### src/rtl/zcu216_clk_reset_seq.sv
// zcu216_clk_reset_seq: qualifies MMCM lock, sequences the downstream DSP reset and counts lock losses
//    adc_clk       : sole clock (BUFG'd MMCM CLKOUT0)
//    adc_rst       : synchronous active-high reset
//    mmcm_locked   : MMCM LOCKED, asynchronous to adc_clk
//    sw_rst        : single-cycle request to re-run the hold phase (honoured in RUN only)
//    cnt_clr       : synchronous clear of lock_loss_cnt
//    dsp_rst       : active-high reset for downstream DSP logic
//    clk_ready     : clocks qualified and dsp_rst released
//    lock_sync     : mmcm_locked after a 2-flop synchronizer
//    state         : FSM state (WAIT_LOCK=0, STABLE=1, HOLD=2, RUN=3)
//    lock_loss_cnt : saturating count of lock losses seen in RUN
module zcu216_clk_reset_seq #(
   parameter int LOCK_STABLE_CYCLES = 1024,
   parameter int RST_HOLD_CYCLES    = 256,
   parameter int CNT_W              = 16
) (
   input  logic             adc_clk,
   input  logic             adc_rst,
   input  logic             mmcm_locked,
   input  logic             sw_rst,
   input  logic             cnt_clr,
   output logic             dsp_rst,
   output logic             clk_ready,
   output logic             lock_sync,
   output logic [1:0]       state,
   output logic [CNT_W-1:0] lock_loss_cnt
);
   typedef enum logic [1:0] {WAIT_LOCK, STABLE, HOLD, RUN} state_t;
   localparam int MAX_C = LOCK_STABLE_CYCLES > RST_HOLD_CYCLES ? LOCK_STABLE_CYCLES : RST_HOLD_CYCLES;
   localparam int CW = $clog2(MAX_C + 1);
   localparam logic [CW-1:0] STABLE_LAST = CW'(LOCK_STABLE_CYCLES - 1);
   localparam logic [CW-1:0] HOLD_LAST   = CW'(RST_HOLD_CYCLES - 1);
   state_t cur, nxt;
   logic [CW-1:0] cnt, cnt_nxt;
   logic meta, loss;
   always_comb begin
      nxt  = cur;
      loss = 1'b0;
      case (cur)
         WAIT_LOCK: nxt = lock_sync ? STABLE : WAIT_LOCK;
         STABLE:    nxt = !lock_sync ? WAIT_LOCK : (cnt == STABLE_LAST ? HOLD : STABLE);
         HOLD:      nxt = !lock_sync ? WAIT_LOCK : (cnt == HOLD_LAST ? RUN : HOLD);
         RUN: begin
            loss = !lock_sync;
            nxt  = loss ? WAIT_LOCK : (sw_rst ? HOLD : RUN);
         end
         default:   nxt = WAIT_LOCK;
      endcase
      // any state change (including RUN->HOLD on sw_rst) restarts the phase counter
      cnt_nxt = (nxt == cur && (cur == STABLE || cur == HOLD)) ? cnt + 1'b1 : '0;
   end
   always_ff @(posedge adc_clk) begin
      if (adc_rst) begin
         meta          <= 1'b0;
         lock_sync     <= 1'b0;
         cur           <= WAIT_LOCK;
         cnt           <= '0;
         dsp_rst       <= 1'b1;
         clk_ready     <= 1'b0;
         lock_loss_cnt <= '0;
      end else begin
         meta      <= mmcm_locked;
         lock_sync <= meta;
         cur       <= nxt;
         cnt       <= cnt_nxt;
         // decoded from next state so the outputs move on the same edge as state
         dsp_rst   <= nxt != RUN;
         clk_ready <= nxt == RUN;
         if (cnt_clr)
            lock_loss_cnt <= loss ? CNT_W'(1) : '0;
         else if (loss && lock_loss_cnt != '1)
            lock_loss_cnt <= lock_loss_cnt + 1'b1;
      end
   end
   assign state = cur;
endmodule

### config.mk
export PLATFORM = sky130hd
export DESIGN_NAME = zcu216_clk_reset_seq
export DESIGN_NICKNAME = d
export VERILOG_FILES = /design/src/rtl/zcu216_clk_reset_seq.sv
export SDC_FILE = /design/constraint.sdc
export NUM_CORES = 1
export LEC_CHECK = 0
export CAP_MARGIN = 20
export CORE_ASPECT_RATIO = 1.75
export CORE_MARGIN = 3
export CORE_UTILIZATION = 56
export DETAILED_ROUTE_END_ITERATION = 10
export PLACE_DENSITY_LB_ADDON = 0.2
export SETUP_SLACK_MARGIN = 0.2
export SYNTH_ARGS = -nofsm -noshare
export SYNTH_HDL_FRONTEND = slang
export SYNTH_SLANG_ARGS = --single-unit
### constraint.sdc
create_clock -name adc_clk -period 5.5 [get_ports adc_clk]
set_input_delay 1.375 -clock adc_clk [delete_from_list [all_inputs] [get_ports adc_clk]]
set_output_delay 1.375 -clock adc_clk [all_outputs]
set_load 0.01 [all_outputs]
==> Flow_metrics.wiki <==
{| class="wikitable"
! Metric !! Value
|-
| Via count || 1,397
|-
| Antenna-violating nets left || 0
|-
| Clock latency on the worst-skew pair || 0.28 ns
|-
| Launch point of the worst reg-to-reg path || cnt[0]
|-
| CP Capture Type || flip-flop
|-
| Placer congestion estimate || 0.906
|-
| Switching power || 91.9 uW
|-
| # Post-CTS Setup Buffers || 0
|-
| Core area || 2580 sq um
|-
| Global Route met1 Usage || 24.9%
|-
| Floorplan row count || 24
|-
| GRT Resource Usage Total || 23.2%
|-
| Top library cells by usage in the layout, fill and taps aside || 33 x dfxtp_1, 25 x clkdlybuf4s50_1, 21 x nor2_1, 21 x nor3_1
|-
| Clock Pin Slew Worst Setup and Hold Paths || 0.06 ns
|-
| Die height || 76.2 um
|-
| Global routing usage on met3 || 5.44%
|-
| IO Port Bufs || 25
|-
| Beginning of the worst hold path || meta
|-
| CTS Sinks || 33
|-
| Async set-reset flop share out of synthesis || 0%
|-
| Post-cts sizing count || 0
|-
| Adder and majority gate portion of the synthesized area || 4.76%
|-
| Worst Reg-to-Reg Cells || 6
|-
| Hold Crit Endpoint || lock_sync
|-
| Category of the worst setup path launch point || input pin
|-
| Path type of the worst setup path || in -> reg
|-
| Number of global-route vias before repair || 1,362
|-
| Most common flop cell mapped by yosys || dfxtp_1
|-
| Final critical delay including setup and external delays || 3.04 ns
|-
| Largest fanout on the critical path || 11
|-
| Worst voltage drop across the vdd grid || 0.192 mV
|-
| Diodes inserted || 0
|-
| Count of flip-flops with a built-in enable after synthesis || 0
|-
| Final core area utilization || 74.5%
|-
| Post-detailed-route wirelength per cell || 14.7 um
|-
| Syn nets || 194
|-
| Via count normalized by instance count || 5.89
|-
| Synthesized cell area || 1580 sq um
|-
| Ratio of cells with drive above 1 in the final layout || 4.74%
|-
| Initial antenna violation count || 0
|-
| Final routed DRC violation total || 0
|-
| Cts-stage hold buffer count || 0
|-
| RSZ-0062 raised after global routing || false
|-
| Effective utilization at floorplan || 61.1%
|-
| Number of warnings reported in the yosys synthesis log || 0
|-
| Number of nets in the layout || 222
|-
| Synthesized-area fraction occupied by xor and xnor cells || 9.99%
|-
| Register area share after synthesis || 41.9%
|-
| Combinational share of power || 3.0%
|-
| Worst-case clock skew || 0.00360 ns
|-
| Count of state elements after synthesis || 33
|-
| Pwr dens || 227 nW/um^2
|-
| Fraction of the mapped netlist area in compound gates || 5.71%
|-
| Fraction of power spent switching nets || 21.0%
|-
| Commonest non-fill, non-tap cell in the layout || dfxtp_1
|-
| Number of design-rule violations left by the first detailed-router iteration || 20
|-
| Final setup violation count || 0
|-
| Post-synthesis mux area share || 1.27%
|-
| Largest net degree at the start of global routing || 16
|-
| Remaining global-route overflow || 0
|-
| Simple logic cell fraction of the synthesized area || 33.9%
|-
| Final WL || 3480 um
|-
| Status || finished, final reports clean
|-
| Grt peak-use layer || met2
|-
| Fmax || 329 MHz
|-
| Worst path required time || 5.62 ns
|-
| Library cell used as clock root buffer || clkbuf_8
|-
| H-tree level count || 2
|-
| Data arrival, critical path || 3.16 ns
|-
| Count of distinct cell types in the synthesized netlist || 33
|-
| Relative area change from synthesis to final layout || 21.9%
|-
| Sum of net half-perimeters after detailed placement || 2560 um
|-
| Total Die Area || 3520 sq um
|-
| Number of instances in the placed design || 230
|-
| Number of buffers on the longest clock path || 2
|-
| Number of cells traversed by the worst hold path || 1
|-
| Pre-Repair DR Iteration Count || 4
|-
| Register-to-register setup slack || 2.94 ns
|-
| Number of primary I/O pins || 26
|-
| Reg-to-reg critical path endpoint || cnt[4]
|-
| Max_slew headroom || 40.5%
|-
| Total leakage power || 0.592 nW
|-
| Final period utilization || 55.2%
|-
| Post-synthesis area per instance || 8.62 sq um
|-
| Number of max-capacitance violations reported || 0
|-
| TritonCTS clock tree || built
|-
| Final standard cell count with taps included and fillers excluded || 237
|-
| GR Layer Usage met2 || 38.4%
|-
| CTS buffer count || 5
|-
| Cells after Synth || 183
|-
| Min-delay worst type || reg -> reg
|-
| Fraction of power consumed by the clock network || 41.9%
|-
| Main combinational cell family by area after synthesis || simple AND/OR/NAND/NOR gates
|-
| Sequential Power Share || 55.2%
|-
| Total count of max-transition violations in the final report || 0
|-
| First-pass GRT wire length || 6090 um
|-
| Internal power contribution || 345 uW
|-
| Actual slew at the worst max-slew pin || 0.867 ns
|-
| Final hold viol count || 0
|-
| Post-route setup TNS || 0 ns
|-
| Die X-Extent || 46.1 um
|}
-- power by group through the flow --
stage	logic (mW)	registers, mW	clock network (mW)
CTS	0.0129	0.241	0.184
floorplan	0.00761	0.246	0
detailed placement	0.0128	0.246	0
global placement	0.0124	0.246	0
finish	0.0129	0.241	0.183
global route	0.0143	0.241	0.197
-- synthesized netlist by cell type, drive strengths merged (2+ instances only) --
| cell | instances | area share, % |
|---|---|---|
| dfxtp | 33 | 42 |
| nor2 | 21 | 5.0 |
| nor3 | 21 | 6.7 |
| nand2 | 14 | 3.3 |
| xnor2 | 14 | 7.8 |
| nand3 | 12 | 4.4 |
| a21oi | 6 | 1.9 |
| ha | 6 | 4.8 |
| nor4 | 6 | 2.4 |
| nand4 | 5 | 2.0 |
| nor2b | 5 | 2.0 |
| nor3b | 5 | 2.4 |
| inv | 4 | 0.95 |
| o21ai | 4 | 1.3 |
| or3 | 4 | 1.6 |
| xor2 | 4 | 2.2 |
| buf | 2 | 1.0 |
| clkbuf | 2 | 0.48 |
| mux2i | 2 | 1.3 |
| or4 | 2 | 0.95 |
-- per-layer routing --
layer	vias up	wire length, um
met5	-	0
met4	0	141
met3	15	147
met2	37	1900
met1	641	1290
li1	704	-
-- sequential cells by signal (all words and copies together), names as in the netlist --
name,count
clk_ready,1
cnt,11
dsp_rst,1
lock_loss_cnt,16
lock_sync,1
meta,1
state,2
-- cells by family after synthesis --
logic type / Yosys count
buf+inv: 8
fa+ha+maj: 6
xor+xnor: 18
simple gates: 102
mux: 2
flops: 33
compound gates: 14
-- through the flow --
stage	setup slack, ns	power, mW	hold slack, ns	instance area (sq um)
after detailed placement	2.22	0.259	0.449	1840
after global placement	2.29	0.259	0.426	1840
after global routing	2.23	0.453	0.476	1920
after CTS	2.48	0.438	0.458	1920
final	2.46	0.437	0.459	1920
after floorplan	3.24	0.254	0.414	1580
-- layout make-up --
class	instances	area (sq um)
well taps	26	32.5
clock buffers	7	86.3
repair buffers	25	250
flip-flops and latches	33	661
fillers	197	659
inverters	4	15.0
multi-input cells	142	878
-- worst max-delay path by stage --
stage / start / endpoint / slack, ns / cells past startpoint
2_1_floorplan: sw_rst / cnt[10] / 3.24 / 6
3_3_place_gp: sw_rst / cnt[3] / 2.29 / 6
3_5_place_dp: sw_rst / cnt[4] / 2.22 / 6
4_1_cts: sw_rst / cnt[4] / 2.48 / 6
5_1_grt: sw_rst / cnt[4] / 2.23 / 6
6_report: sw_rst / cnt[4] / 2.46 / 6
-- critical path: stages --
cell and delay [ns]:
clkdlybuf4s50_1 0.47, nor2b_1 0.05, o21ai_0 0.20, o221ai_2 0.17, xnor2_1 0.74, nor3_1 0.15
No activity file was read; power rests on OpenSTA's default activity.
